### src/rtl/apb_arb_pkg.sv
// rtl/apb_arb_pkg.sv - state encoding and default sizes shared by the APB request arbiter
package apb_arb_pkg;

    localparam int DEF_DATA_WIDTH  = 8;
    localparam int DEF_ADDR_WIDTH  = 10;
    localparam int DEF_TIMEOUT_CYC = 16;

    typedef enum logic [1:0] {
        IDLE   = 2'd0,
        SETUP  = 2'd1,
        ACCESS = 2'd2,
        DONE   = 2'd3
    } arb_state_t;

endpackage

### src/rtl/apb_rr_pick.sv
// rtl/apb_rr_pick.sv - two-way round-robin pick, one-hot grant
module apb_rr_pick (
    input  logic [1:0] req,
    input  logic       ptr,
    output logic [1:0] grant
);

    // ptr only matters when both requesters contend
    always_comb begin
        grant = 2'b00;
        case (req)
            2'b01:   grant = 2'b01;
            2'b10:   grant = 2'b10;
            2'b11:   grant = ptr ? 2'b10 : 2'b01;
            default: grant = 2'b00;
        endcase
    end

endmodule

### src/rtl/apb_req_arbiter.sv
// rtl/apb_req_arbiter.sv - two-requester APB manager with round-robin arbitration and wait timeout
module apb_req_arbiter
    import apb_arb_pkg::*;
#(
    parameter int DATA_WIDTH  = DEF_DATA_WIDTH,
    parameter int ADDR_WIDTH  = DEF_ADDR_WIDTH,
    parameter int TIMEOUT_CYC = DEF_TIMEOUT_CYC
) (
    input  logic                  PCLK,
    input  logic                  PRESET,
    input  logic [1:0]            req_i,
    input  logic [1:0]            wr_i,
    input  logic [ADDR_WIDTH-1:0] addr0_i,
    input  logic [ADDR_WIDTH-1:0] addr1_i,
    input  logic [DATA_WIDTH-1:0] wdata0_i,
    input  logic [DATA_WIDTH-1:0] wdata1_i,
    output logic [1:0]            done_o,
    output logic [1:0]            err_o,
    output logic [DATA_WIDTH-1:0] rdata_o,
    output logic [ADDR_WIDTH-1:0] PADDR,
    output logic [DATA_WIDTH-1:0] PWDATA,
    output logic                  PWRITE,
    output logic                  PSELx,
    output logic                  PENABLE,
    input  logic [DATA_WIDTH-1:0] PRDATA,
    input  logic                  PREADY
);

    localparam int               CNT_W    = $clog2(TIMEOUT_CYC + 1);
    localparam logic [CNT_W-1:0] CNT_LAST = CNT_W'(TIMEOUT_CYC - 1);

    arb_state_t       state;
    logic             ptr;
    logic [1:0]       win;
    logic [CNT_W-1:0] wait_cnt;
    logic [1:0]       grant;

    apb_rr_pick u_pick (
        .req   (req_i),
        .ptr   (ptr),
        .grant (grant)
    );

    always_ff @(posedge PCLK) begin
        if (PRESET) begin
            state    <= IDLE;
            ptr      <= 1'b0;
            win      <= 2'b00;
            wait_cnt <= '0;
            PSELx    <= 1'b0;
            PENABLE  <= 1'b0;
            PWRITE   <= 1'b0;
            PADDR    <= '0;
            PWDATA   <= '0;
            rdata_o  <= '0;
            done_o   <= 2'b00;
            err_o    <= 2'b00;
        end else begin
            done_o <= 2'b00;
            err_o  <= 2'b00;
            case (state)
                IDLE: begin
                    if (grant != 2'b00) begin
                        // operands are captured once here; later requester changes never reach the bus
                        win     <= grant;
                        PSELx   <= 1'b1;
                        PENABLE <= 1'b0;
                        if (grant[1]) begin
                            PADDR  <= addr1_i;
                            PWDATA <= wdata1_i;
                            PWRITE <= wr_i[1];
                        end else begin
                            PADDR  <= addr0_i;
                            PWDATA <= wdata0_i;
                            PWRITE <= wr_i[0];
                        end
                        state <= SETUP;
                    end
                end
                SETUP: begin
                    PENABLE  <= 1'b1;
                    wait_cnt <= '0;
                    state    <= ACCESS;
                end
                ACCESS: begin
                    if (PREADY) begin
                        PSELx   <= 1'b0;
                        PENABLE <= 1'b0;
                        done_o  <= win;
                        if (!PWRITE) begin
                            rdata_o <= PRDATA;
                        end
                        ptr   <= ~ptr;
                        state <= DONE;
                    end else if (wait_cnt == CNT_LAST) begin
                        // this wait cycle brings the count to the limit: abort straight to IDLE
                        PSELx    <= 1'b0;
                        PENABLE  <= 1'b0;
                        err_o    <= win;
                        ptr      <= ~ptr;
                        wait_cnt <= wait_cnt + 1'b1;
                        state    <= IDLE;
                    end else begin
                        wait_cnt <= wait_cnt + 1'b1;
                    end
                end
                DONE: begin
                    state <= IDLE;
                end
                default: begin
                    state <= IDLE;
                end
            endcase
        end
    end

endmodule

### config.mk
export PLATFORM = sky130hd
export DESIGN_NAME = apb_req_arbiter
export DESIGN_NICKNAME = d
export VERILOG_FILES = /design/src/rtl/apb_arb_pkg.sv /design/src/rtl/apb_rr_pick.sv /design/src/rtl/apb_req_arbiter.sv
export SDC_FILE = /design/constraint.sdc
export NUM_CORES = 1
export LEC_CHECK = 0
export BUFFER_PORTS_ARGS = -buffer_cell sky130_fd_sc_hd__buf_4
export CAP_MARGIN = 20
export CELL_PAD_IN_SITES_DETAIL_PLACEMENT = 1
export CELL_PAD_IN_SITES_GLOBAL_PLACEMENT = 1
export CORE_MARGIN = 5
export CORE_UTILIZATION = 35
export DETAILED_ROUTE_END_ITERATION = 8
export PLACE_DENSITY = 0.88
export SLEW_MARGIN = 20
export SYNTH_ARGS = -nofsm -noshare
export SYNTH_HDL_FRONTEND = slang
export SYNTH_SLANG_ARGS = --single-unit
### constraint.sdc
create_clock -name PCLK -period 2 [get_ports PCLK]
set_clock_uncertainty 0.15 [all_clocks]
set_input_delay 0.1 -clock PCLK [delete_from_list [all_inputs] [get_ports PCLK]]
set_output_delay 0.1 -clock PCLK [all_outputs]
set_load 0.01 [all_outputs]
* After elaboration in Yosys (flattened, before gate mapping) *
Cells that the tools add are included.

word-level totals
  register bits = 43
  output and inout port bits = 33

operators by class
  add/subtract/negate cells = 1
  equal/unequal tests = 10
  multiplexer cells = 19
  bitwise gates (word level) = 5
  reductions and logical operators = 15

operators with widths
  operator                                                                number
  10-bit 2-to-1 mux                                                       1
  5-bit one-hot mux with 2 select lines                                   1
  3-bit AND reduction                                                     3
  2-bit equality test (second input constant)                             4
  2-bit 2-to-1 mux                                                        4
  8-bit 2-to-1 mux                                                        1
  2-bit one-hot mux with 4 select lines                                   1
  2-bit AND reduction                                                     4
  2-bit nonzero test                                                      4
  1-bit 2-to-1 mux                                                        7
  2-bit one-hot mux with 3 select lines                                   1
  5-bit by 1-bit adder with 5-bit output (second input constant)          1
  5-bit by 4-bit equality test with 1-bit output (second input constant)  1
  5-bit 2-to-1 mux                                                        1
  1-bit inverter                                                          5
  2-bit by 1-bit equality test with 1-bit output (second input constant)  2
  2-bit != test (second input constant)                                   2
  4-bit OR reduction                                                      1
  3-bit != test (second input constant)                                   1
  1-bit one-hot mux with 3 select lines                                   1
  3-bit nonzero test                                                      1
  3-bit OR reduction                                                      1
  2-bit zero test                                                         1
  1-bit one-hot mux with 2 select lines                                   1

* Depth between registers and ports, before layout *
Gate-level depths: netlist of run 1.

  depth in word-level cells = 5
  gate-level depth with buffers = 7
  mapped depth without buffers = 6

* Modules after synthesis *
Synthesis of run 1 repeated with hierarchy kept, for this count alone.

second synthesis, totals
  cells, all modules = 202
  area total of the unflattened synthesis = 1974.4 um2

by module, submodules not included
  module           instances  cells each  area each (um2)  sequential area each (um2)
  apb_req_arbiter  1          199         1955.6           860.8
  apb_rr_pick      1          3           18.8             0.0

* Least setup slack after synthesis of run 1 *
No wires, ideal clock.

  path kind = register -> register
  start = register wait_cnt[0]
  end = register state[1]
  arrival = 1.522 ns
  data required time = 1.718 ns
  path slack = 0.196 ns
  stages on the path, launching flop included = 7
  buffers on the path = 0
  cells stage by stage = dfxtp_1 > ha_1 > and3_1 > ha_1 > or3b_1 > a31oi_1 > nor3_1

on the way
  longest elaborated chain between the ends = 3

ends and longest elaborated chain
  element                                         line                    RTL
  from (decl)                                     apb_req_arbiter.sv:35   logic [CNT_W-1:0] wait_cnt;
  from (signal assigned)                          apb_req_arbiter.sv:101  wait_cnt <= wait_cnt + 1'b1;
  from (signal assigned)                          apb_req_arbiter.sv:104  wait_cnt <= wait_cnt + 1'b1;
  5-bit by 4-bit equality test with 1-bit output  apb_req_arbiter.sv:95   end else if (wait_cnt == CNT_LAST) begin
  3-bit != test (no line)                         -
  2-bit AND reduction (no line)                   -
  to (signal assigned)                            apb_req_arbiter.sv:94   state <= DONE;
  to (signal assigned)                            apb_req_arbiter.sv:102  state <= IDLE;
  to (signal assigned)                            apb_req_arbiter.sv:108  state <= IDLE;
  to (decl)                                       apb_req_arbiter.sv:32   arb_state_t state;

No other way between the ends.
A chain may end at the register's enable or synchronous reset.

* Worst setup path after layout of run 1 *
Same ends and word-level chain as after synthesis.

==> metrics.cfg, run 1 <==
[clock_tree]
post_cts_buffers = 0
clk_latency_ns = 0.29
clk_pin_slew_worst_paths_ns = 0.08
cts_max_path_buffers = 2
htree_levels = 2
cts-root-buf = clkbuf_8
cts_sinks = 43
cts_buffers = 5
cts_tree = done

[critical_path]
crit_fanout = 4
cp.arrival_ns = 1.94
endpoint_kind = flip-flop
start_kind = flip-flop
crit_required_ns = 2.01
worst-setup-path-type = reg2reg

[yosys]
async_reset_ff_share_pct = 0
synth_top_area_share_pct = 41.03
synth_top_area_cell = dfxtp_1
syn_nets = 280
synth.avg_cell_area_um2 = 9.409
synth_edf_count = 0
syn-instance-count = 223
synth_flop_cell = dfxtp_1
synth-seq-area-share_pct = 41.03
netlist_area_mm2 = 0.002098
synth_cell_type_count = 43
synth-seq-cells = 43
synthTopCellsByArea = dfxtp_1, a311oi_2, nor2_1
synth.top_cells.by_count = dfxtp_1, nor2_1, nand3_1, o21ai_1, a311oi_1
ys.warnings.count = 0
post-synth-top-count-cell = dfxtp_1

[sta]
hold_viol = 0
rsz0062_at_grt = false
fin_setup_tns_ns = 0
finalCriticalPeriod_ns = 1.932
worst_pin_slew_ns = 0.5048
setup_viol = 0
maxSlewHeadroom_pct = 66.35
fmaxAchievable_mhz = 517.6
slew_violations = 0
layout_setup_ws_ns = 0.06810
finalCritPeriodShare_pct = 96.60

[die]
die_y_um = 87.43
initial_core_util_pct = 35.65
die-area_mm2 = 0.007643
die_w_um = 87.43
rows = 28
coreArea_mm2 = 0.005886
io_pins = 84

[power_and_ir_drop]
power_w = 0.002929
p_leak_nw = 1.389
combinationalPowerShare_pct = 39.7
p_sw_w = 0.0009846
clkPwrFrac_pct = 22.5
p_per_area_mw_per_mm2 = 897.6
switching_share_pct = 33.61
vdd_drop_max_v = 0.0004367
internal-power_w = 0.001944
p_seq_share_pct = 37.8

[routing]
ant_nets = 0
viasPerCell = 5.196
routed_wirelength_um = 7245
post_drt_wl_per_cell_um = 17.29
num_vias = 2177
drt_iter0_markers = 67
drc = 0
drt_first_pass_iters = 4

[cells_and_area]
layoutNonFillerInstCount = 419
area_growth_pct = 55.52
drive_gt1_share_pct = 34.40
finalNetCount = 400
utilization_pct = 55.44

[global_routing]
grt_overflow_total = 0
antenna_found_initial = 0
grt_pass1_wl_um = 12010
grt_usage_pct = 20.10
grt_max_degree = 44
grt_pass1_vias = 2420

[run]
max_cap_viol_count = 0

[placement]
post-place-ws_ns = 0.03774
dp.final_hpwl_um = 4242
place_congestion = 0.8200
placed_cells = 366
portBuffers = 83

[hold_path]
min_path_type = in2reg

[outcome]
status = complete, no violations

-- logic make-up after synthesis --
logic type,after synthesis,synth area share [%]
buffers and inverters,25,8.765
AOI/OAI and AO/OA,58,22.36
xor gates and xnor gates,1,0.4175
and+or+nand+nor,82,20.04
DFF,43,41.03
adders and majority gates,6,3.578
muxes,8,3.816
-- repair_timing --
item                       in CTS  in global routing
setup endpoints to repair       0                  4
gates resized for setup         0                  3
hold buffers                   45                  0
hold endpoints to repair       27                  0
-- flip-flops by register name, indices dropped and copies added (netlist names) --
register / count
PWDATA: 8
win: 2
wait_cnt: 5
PADDR: 10
ptr: 1
err_o: 2
done_o: 2
rdata_o: 8
PSELx: 1
PENABLE: 1
PWRITE: 1
state: 2
-- placed cells by master, fill, tap and decap left out, types with 2 or more instances in the layout --
cell	n
nor2_1	29
a311oi_1	12
nor2_2	5
nand2_1	7
clkbuf_8	5
nand3_1	19
nand2b_1	2
dlygate4sd3_1	45
nor3_1	3
a311oi_2	10
buf_4	86
inv_1	5
ha_1	6
a21oi_1	6
o21ai_1	18
mux2i_1	8
o21ai_0	4
dfxtp_1	43
nor3b_1	5
nor4_1	2
-- worst max-delay path, cell delays in order (launching register included) --
cell	delay [ns]
dfxtp_1	0.34
ha_1	0.23
and3_1	0.19
ha_1	0.22
or3b_4	0.42
a31oi_2	0.19
nor3_1	0.07
-- cell type report --
class / instances / area, µm²
Antenna cell: 1 / 2.502
Clock buffer: 6 / 72.57
Clock inverter: 1 / 30.03
Fill cell: 675 / 2623
Inverter: 6 / 22.52
Multi-Input combinational cell: 155 / 1065
Sequential cell: 43 / 860.8
Tap cell: 75 / 93.84
Timing Repair Buffer: 132 / 1116
-- per-layer routing --
layer	track usage, %	up-vias	routed length, µm
li1	-	1053	-
met4	6.974	0	106
met3	4.352	10	359
met1	22.45	1054	2854
met2	37.12	60	3925
met5	0	-	0
-- per-stage QoR --
stage | hold slack [ns] | area [µm²]
after floorplan | 0.09394 | 2098
after global placement | 0.1802 | 2696
after detailed placement | 0.1956 | 2696
after CTS | 0.004419 | 3249
after global routing | 0.02575 | 3261
final | 0.005007 | 3263
-- power groups by stage --
stage	combinational (W)	clock [W]	sequential, W
after global routing	0.00128	0.000709	0.00112
final	0.00116	0.000659	0.00111
after floorplan	0.000649	0	0.00116
after global placement	0.00104	0	0.00111
after CTS	0.00114	0.000675	0.00110
after detailed placement	0.00107	0	0.00112
-- worst paths after layout --
| check | start | endpoint | slack [ns] | depth (start not counted) |
|---|---|---|---|---|
| min | req_i[0] | win[0] | 0.005 | 3 |
| min reg2reg | wait_cnt[3] | wait_cnt[3] | 0.33 | 1 |
| max | wait_cnt[0] | state[1] | 0.07 | 6 |
| max reg2reg | wait_cnt[0] | state[1] | 0.07 | 6 |
Power figures use the tool's default switching activity.
==> inputs of run 2 (changes only) <==
SETUP_SLACK_MARGIN = 0.15   (was not set)
==> run 2 against run 1 <==
  * Power up 3.4%
  * Critical path depth unchanged
  * Routed wire length up 4.9%
  * Critical endpoint unchanged
  * Clock power up 0.9%
  * Final area up 2.6%
  * Setup slack better by 0.10 ns
  * Hold slack better by 0.0040 ns
  * Global-route usage about the same
  * Final cell count up 0.24%
  * First-iteration DRC count up 25%
==> metrics.cfg, run 2 (synthesized netlist as in run 1, its figures left out) <==
[clock_tree]
clk_latency_ns = 0.29  ; about the same
clk_pin_slew_worst_paths_ns = 0.08  ; about the same
cts_tree = done  ; unchanged
cts_sinks = 43  ; unchanged
cts_max_path_buffers = 2  ; unchanged
cts-root-buf = clkbuf_8  ; unchanged
cts_buffers = 5  ; unchanged
htree_levels = 2  ; unchanged

[outcome]
status = complete, no violations  ; unchanged

[routing]
ant_nets = 0  ; unchanged
met1_length_um = 2951  ; was 2854 µm
drt_iter0_markers = 84  ; was 67
drt_first_pass_iters = 4  ; unchanged
viasPerCell = 5.267  ; was 5.196
routed.top_layer = met4  ; unchanged
wl_met2_um = 4144  ; was 3925 µm
post_drt_wl_per_cell_um = 18.10  ; was 17.29 µm
wl_met3_um = 380  ; was 359 µm
drc = 0  ; unchanged
routed_wirelength_um = 7603  ; was 7245 µm
num_vias = 2212  ; was 2177

[cells_and_area]
final_cell_mix = buf_4, dlygate4sd3_1, dfxtp_1, nor2_1, nand3_1  ; unchanged
multi_input_area_mm2 = 0.001139  ; was 0.001065 mm²
finalNetCount = 401  ; was 400
largest_register = PADDR  ; unchanged
regArea_um2 = 863.3  ; was 860.8 µm²
reg.largest.list = PADDR (10), PWDATA (8), rdata_o (8)  ; unchanged
final.fill_count = 662  ; was 675
area_growth_pct = 59.51  ; was 55.52%
design_area_mm2 = 0.003347  ; was 0.003263 mm²
final_common_cell = buf_4  ; unchanged
drive_gt1_share_pct = 37.50  ; was 34.40%
largest_register_ffs = 10  ; unchanged
layoutNonFillerInstCount = 420  ; was 419

[power_and_ir_drop]
clkPwrFrac_pct = 22.0  ; was 22.5%
p_sw_w = 0.001038  ; was 0.0009846 W
vdd_drop_max_v = 0.0004353  ; was 0.0004367 V
p_per_area_mw_per_mm2 = 904.7  ; was 897.6 mW/mm²
switching_share_pct = 34.27  ; was 33.61%
p_leak_nw = 1.394  ; was 1.389 nW
p_seq_share_pct = 37.0  ; was 37.8%
internal-power_w = 0.001990  ; was 0.001944 W
combinationalPowerShare_pct = 41.0  ; was 39.7%

[sta]
layout_setup_ws_ns = 0.1722  ; was 0.06810 ns
maxSlewHeadroom_pct = 65.70  ; was 66.35%
rsz0062_at_grt = false  ; unchanged
hold_viol = 0  ; unchanged
setup_viol = 0  ; unchanged
finalCritPeriodShare_pct = 91.39  ; was 96.60%
worst_pin_slew_ns = 0.5146  ; was 0.5048 ns
slew_violations = 0  ; unchanged
finalCriticalPeriod_ns = 1.828  ; was 1.932 ns
fin_setup_tns_ns = 0  ; unchanged
fmaxAchievable_mhz = 547.1  ; was 517.6 MHz

[hold_path]
min_path_type = in2reg  ; unchanged
min-delay-start = req_i[0]  ; unchanged
holdPathEnd = win[0]  ; unchanged
hold_path_depth = 3  ; unchanged

[critical_path]
endpoint_kind = flip-flop  ; unchanged
start_kind = flip-flop  ; unchanged
reg2reg_slack_ns = 0.17  ; was 0.07 ns
worst-setup-path-type = reg2reg  ; unchanged
crit_fanout = 4  ; unchanged
r2r-end = state[1]  ; unchanged
r2r-start = wait_cnt[0]  ; unchanged
crit_required_ns = 2.01  ; about the same
reg2regPathDepth = 6  ; unchanged
cp.arrival_ns = 1.84  ; was 1.94 ns

[die]
die_y_um = 87.43  ; unchanged
die_w_um = 87.43  ; unchanged
io_pins = 84  ; unchanged
rows = 28  ; unchanged
initial_core_util_pct = 35.65  ; unchanged
die-area_mm2 = 0.007643  ; unchanged
coreArea_mm2 = 0.005886  ; unchanged

[global_routing]
grt_usage_pct = 20.13  ; was 20.10%
grt_max_degree = 44  ; unchanged
grt_pass1_vias = 2424  ; was 2420
grt_overflow_total = 0  ; unchanged
grt_pass1_wl_um = 12030  ; was 12010 µm
antenna_found_initial = 0  ; unchanged

[placement]
placed_cells = 366  ; unchanged
portBuffers = 83  ; unchanged
place_congestion = 0.8200  ; unchanged
placed_area_mm2 = 0.002696  ; unchanged
dp.final_hpwl_um = 4242  ; unchanged
post-place-ws_ns = 0.03774  ; unchanged

[run]
max_cap_viol_count = 0  ; unchanged

-- run 2: cell count changes in the layout (fill, tap and decap cells not counted), moves of 2 or more --
cell | before | now
ha_1 | 6 | 2
ha_4 | 0 | 4
dfxtp_1 | 43 | 41
dfxtp_2 | 0 | 2
-- run 2: what timing repair did --
action                                  4_1_cts  5_1_grt
endpoints found under the hold margin        27        0
pin swaps                                     2        2
hold buffers                                 45        0
endpoints found under the setup margin        4       24
resized for setup                             4       13
buffers inserted                              0        1
-- run 2: cell type report --
class,count,area share [%]
clock inverter,1,0.8972
multi-input combinational,155,34.02
timing repair buffer,133,33.57
inverter,6,0.6729
clock buffer,6,2.168
sequential,43,25.79
tap,75,2.804
antenna,1,0.07477
-- run 2: worst max-delay path by stage --
| stage | startpoint | to | slack (ns) |
|---|---|---|---|
| global placement | wait_cnt[0] | state[1] | 0.12 |
| CTS | wait_cnt[0] | state[1] | 0.16 |
| detailed placement | wait_cnt[0] | state[1] | 0.04 |
| floorplan | wait_cnt[0] | state[1] | 0.20 |
| global route | state[1] | state[0] | 0.09 |
| finish | wait_cnt[0] | state[1] | 0.17 |
-- run 2: power groups by stage --
stage / clock network, W / logic (W) / registers (W)
floorplan: 0 / 0.000649 / 0.00116
global placement: 0 / 0.00104 / 0.00111
detailed placement: 0 / 0.00107 / 0.00112
CTS: 0.000675 / 0.00114 / 0.00110
global route: 0.000708 / 0.00135 / 0.00114
finish: 0.000665 / 0.00124 / 0.00112
-- run 2: worst max-delay path: stages, from the launching register on --
cell and delay (ns):
dfxtp_2 0.35, ha_4 0.16, and3_4 0.18, ha_4 0.16, or3b_4 0.43, a31oi_4 0.20
nor3_1 0.06
-- run 2: through the flow --
step           utilization [%]  hold slack [ns]  power [W]
5_1_grt                  56.82          0.02550   0.003197
2_1_floorplan                -          0.09394   0.001812
6_report                 56.87         0.009054   0.003028
3_3_place_gp             45.81           0.1802   0.002151
3_5_place_dp             45.81           0.1956   0.002189
4_1_cts                  55.36         0.004419   0.002921
-- run 2: routing by layer --
metal / vias to the layer above / track usage, %
met1: 1088 / 22.46
met4: 0 / 6.974
met5: - / 0
met3: 11 / 4.352
li1: 1050 / -
met2: 63 / 37.19
==> inputs of run 3 (changes only) <==
ABC_AREA = 1   (was not set)
CELL_PAD_IN_SITES_GLOBAL_PLACEMENT = 2   (was 1)
CORE_UTILIZATION = 24   (was 35)
PLACE_DENSITY = not set   (was 0.88)
PLACE_DENSITY_LB_ADDON = 0.2   (was not set)
==> run 3 against run 2 <==
  * Sequential power is 8% lower
  * First-iteration DRC count fell by 36%
  * Clock power is 18% lower
  * Largest power group is now sequential cells
  * The flow now finishes with violations (hold timing)
  * Sequential share of layout area increased by 0.080 points
  * Final cell count rose by 29%
  * Highest routed layer unchanged
  * Setup slack better by 0.12 ns
  * Non-clock buffer count up 1
==> metrics.cfg, run 3 <==
[hold_path]
min-delay-start = PREADY  ; was req_i[0]
min_path_type = in2reg  ; unchanged
hold_path_depth = 3  ; unchanged
holdPathEnd = done_o[1]  ; was win[0]

[sta]
rsz0062_at_grt = true  ; was false
slew_violations = 0  ; unchanged
setup_viol = 0  ; unchanged
finalCritPeriodShare_pct = 85.36  ; was 91.39%
hold_viol = 2  ; was 0
whs_ns = -0.008650  ; was 0.009054 ns
fin_setup_tns_ns = 0  ; unchanged
worst_pin_slew_ns = 0.5364  ; was 0.5146 ns
finalCriticalPeriod_ns = 1.707  ; was 1.828 ns
fmaxAchievable_mhz = 585.7  ; was 547.1 MHz
maxSlewHeadroom_pct = 64.10  ; was 65.70%

[critical_path]
crit_path_cell_trace = ha_1 -> inv_1 -> nor3_1 -> ha_1 -> inv_1 -> nand3_2 -> nand2_1 -> nand2_1 -> nand2_1 -> nor2_1  ; was ha_4 -> and3_4 -> ha_4 -> or3b_4 -> a31oi_4 -> nor3_1
cp.arrival_ns = 1.79  ; was 1.84 ns
path_common_cell = nand2_1  ; was ha_4
worst-path-buf-inv = 2  ; was 0
cpMaxStageDelayCell = dfxtp_1  ; was or3b_4
r2r-end = state[0]  ; was state[1]
start_kind = flip-flop  ; unchanged
max_stage_delay_ns = 0.40  ; was 0.43 ns
startpoint = wait_cnt[0]  ; unchanged
crit_required_ns = 2.08  ; was 2.01 ns
endpoint_kind = flip-flop  ; unchanged
crit_fanout = 6  ; was 4
worst-setup-path-type = reg2reg  ; unchanged
reg2reg_slack_ns = 0.29  ; was 0.17 ns
r2r-start = wait_cnt[0]  ; unchanged
cp_top_family = simple AND/OR/NAND/NOR gates  ; unchanged
reg2regPathDepth = 10  ; was 6

[clock_tree]
cts_sinks = 43  ; unchanged
cts_tree = done  ; unchanged
post_cts_buffers = 0  ; unchanged
cts_buffers = 5  ; unchanged
htree_levels = 2  ; unchanged
clk_pin_slew_worst_paths_ns = 0.08  ; about the same
clk_latency_ns = 0.29  ; about the same
cts-root-buf = clkbuf_8  ; unchanged
cts_max_path_buffers = 2  ; unchanged

[yosys]
synth_cell_type_count = 19  ; was 43
syn-instance-count = 306  ; was 223
netlist_area_mm2 = 0.002031  ; was 0.002098 mm²
synth_flop_cell = dfxtp_1  ; unchanged
synth-seq-area-share_pct = 42.39  ; was 41.03%
synthTopCellsByArea = dfxtp_1, nand2_1, nor2_1  ; was dfxtp_1, a311oi_2, nor2_1
synth.avg_cell_area_um2 = 6.636  ; was 9.409 µm²
synth_edf_count = 0  ; unchanged
synth_top_area_share_pct = 42.39  ; was 41.03%
syn_nets = 363  ; was 280
ys.warnings.count = 0  ; unchanged
post-synth-top-count-cell = nand2_1  ; was dfxtp_1
synth.top_cells.by_count = nand2_1, nor2_1, dfxtp_1, inv_1, nand3_1  ; was dfxtp_1, nor2_1, nand3_1, o21ai_1, a311oi_1
synth_top_area_cell = dfxtp_1  ; unchanged
synth-seq-cells = 43  ; unchanged
async_reset_ff_share_pct = 0  ; unchanged

[die]
rows = 33  ; was 28
coreArea_mm2 = 0.008217  ; was 0.005886 mm²
die_w_um = 102.0  ; was 87.43 µm
die_y_um = 102.0  ; was 87.43 µm
initial_core_util_pct = 24.71  ; was 35.65%
die-area_mm2 = 0.01040  ; was 0.007643 mm²
io_pins = 84  ; unchanged

[global_routing]
grt_pass1_wl_um = 10900  ; was 12030 µm
grt_max_degree = 30  ; was 44
antenna_found_initial = 0  ; unchanged
grt_usage_pct = 13.15  ; was 20.13%
grt_overflow_total = 0  ; unchanged
grt_pass1_vias = 2324  ; was 2424

[routing]
viasPerCell = 4.223  ; was 5.267
post_drt_wl_per_cell_um = 12.38  ; was 18.10 µm
drc = 0  ; unchanged
drt_iter0_markers = 54  ; was 84
ant_nets = 0  ; unchanged
num_vias = 2289  ; was 2212
drt_first_pass_iters = 3  ; was 4
routed_wirelength_um = 6712  ; was 7603 µm

[placement]
dp.final_hpwl_um = 4571  ; was 4242 µm
portBuffers = 83  ; unchanged
place_congestion = 0.7195  ; was 0.8200

[power_and_ir_drop]
power_w = 0.002418  ; was 0.003028 W
vdd_drop_max_v = 0.0003008  ; was 0.0004353 V
p_per_area_mw_per_mm2 = 726.9  ; was 904.7 mW/mm²
p_leak_nw = 1.698  ; was 1.394 nW

[cells_and_area]
largest_register_ffs = 10  ; unchanged
num_antenna_cells = 0  ; was 1
drive_gt1_share_pct = 24.26  ; was 37.50%
area_growth_pct = 63.83  ; was 59.51%
reg.largest.list = PADDR (10), PWDATA (8), rdata_o (8)  ; unchanged
final.fill_count = 1047  ; was 662
final_common_cell = buf_4  ; unchanged
largest_register = PADDR  ; unchanged
utilization_pct = 40.49  ; was 56.87%
final_cell_mix = buf_4, nand2_1, nor2_1, dlygate4sd3_1, dfxtp_1  ; was buf_4, dlygate4sd3_1, dfxtp_1, nor2_1, nand3_1
finalNetCount = 493  ; was 401

[outcome]
violations = hold timing
status = complete, but fails checks  ; was complete, no violations

[run]
max_cap_viol_count = 0  ; unchanged

## run 3: changes by cell type in the layout (fill, tap and decap cells not counted), moves of 8 or more
| cell | change |
|---|---|
| nor2_1 | +34 |
| o21ai_0 | +11 |
| inv_1 | +35 |
| nand2_1 | +70 |
| o21ai_1 | -17 |
| mux2i_1 | -8 |
| a311oi_1 | -12 |
| a311oi_2 | -10 |
| nand3_1 | +8 |
## run 3: area by class of cell
type                            count  area [µm²]  share of cell area (%)
Timing Repair Buffer              134        1136                   34.15
Multi-Input combinational cell    211       958.4                   28.81
Sequential cell                    43       860.8                   25.87
Inverter                           41       156.4                   4.701
Tap cell                          105       131.4                   3.949
Clock buffer                        5       68.82                   2.068
Clock inverter                      3       15.01                  0.4513
## run 3: logic make-up (layout without fill, tap and decap cells)
group                    Yosys count  after routing  synth area share, %
AND/OR/NAND/NOR                  177            177                35.18
buffers and inverters             52            183                11.09
flip-flops                        43             43                42.39
AO/OA/AOI/OAI                     28             28                7.640
adder cells (fa/ha/maj)            6              6                3.697
## run 3: stage by stage
| step | instances | cell area [µm²] | setup slack, ns |
|---|---|---|---|
| floorplan | 306 | 2031 | 0.4773 |
| global placement | 487 | 2756 | 0.2310 |
| detailed placement | 487 | 2756 | 0.2367 |
| CTS | 542 | 3311 | 0.2066 |
| global route | 542 | 3327 | 0.1455 |
| finish | 542 | 3327 | 0.2927 |
## run 3: worst max path at each step
stage / to / slack (ns) / depth (start not counted)
after global placement: PENABLE / 0.23 / 10
final: state[0] / 0.29 / 10
after floorplan: wait_cnt[4] / 0.48 / 6
after detailed placement: state[0] / 0.24 / 10
after global routing: PADDR[9] / 0.15 / 9
after CTS: state[0] / 0.21 / 10
## run 3: worst reg2reg max path, stage by stage, from the launching register on
cell and delay, ns:
dfxtp_1 0.40, ha_1 0.18, inv_1 0.05, nor3_1 0.15
ha_1 0.19, inv_1 0.08, nand3_2 0.14, nand2_1 0.10
nand2_1 0.07, nand2_1 0.05, nor2_1 0.10
## run 3: what timing repair did
| action | 4_1_cts | 5_1_grt |
|---|---|---|
| endpoints found under the setup margin | 0 | 21 |
| gates resized for setup | 0 | 5 |
| hold buffers | 47 | 0 |
| endpoints found under the hold margin | 28 | 0 |
## run 3: per-layer routing
layer	up-vias	wire length [µm]	track usage, %
met5	-	0	0
met4	0	163	5.045
met3	13	328	2.867
met2	56	3405	23.39
met1	1028	2814	15.38
li1	1192	-	-
## run 3: power breakdown
part	internal, W	switching (W)	total, W
Sequential	0.000965	0.0000635	0.00103
Clock	0.000240	0.000303	0.000542
Combinational	0.000412	0.000435	0.000848
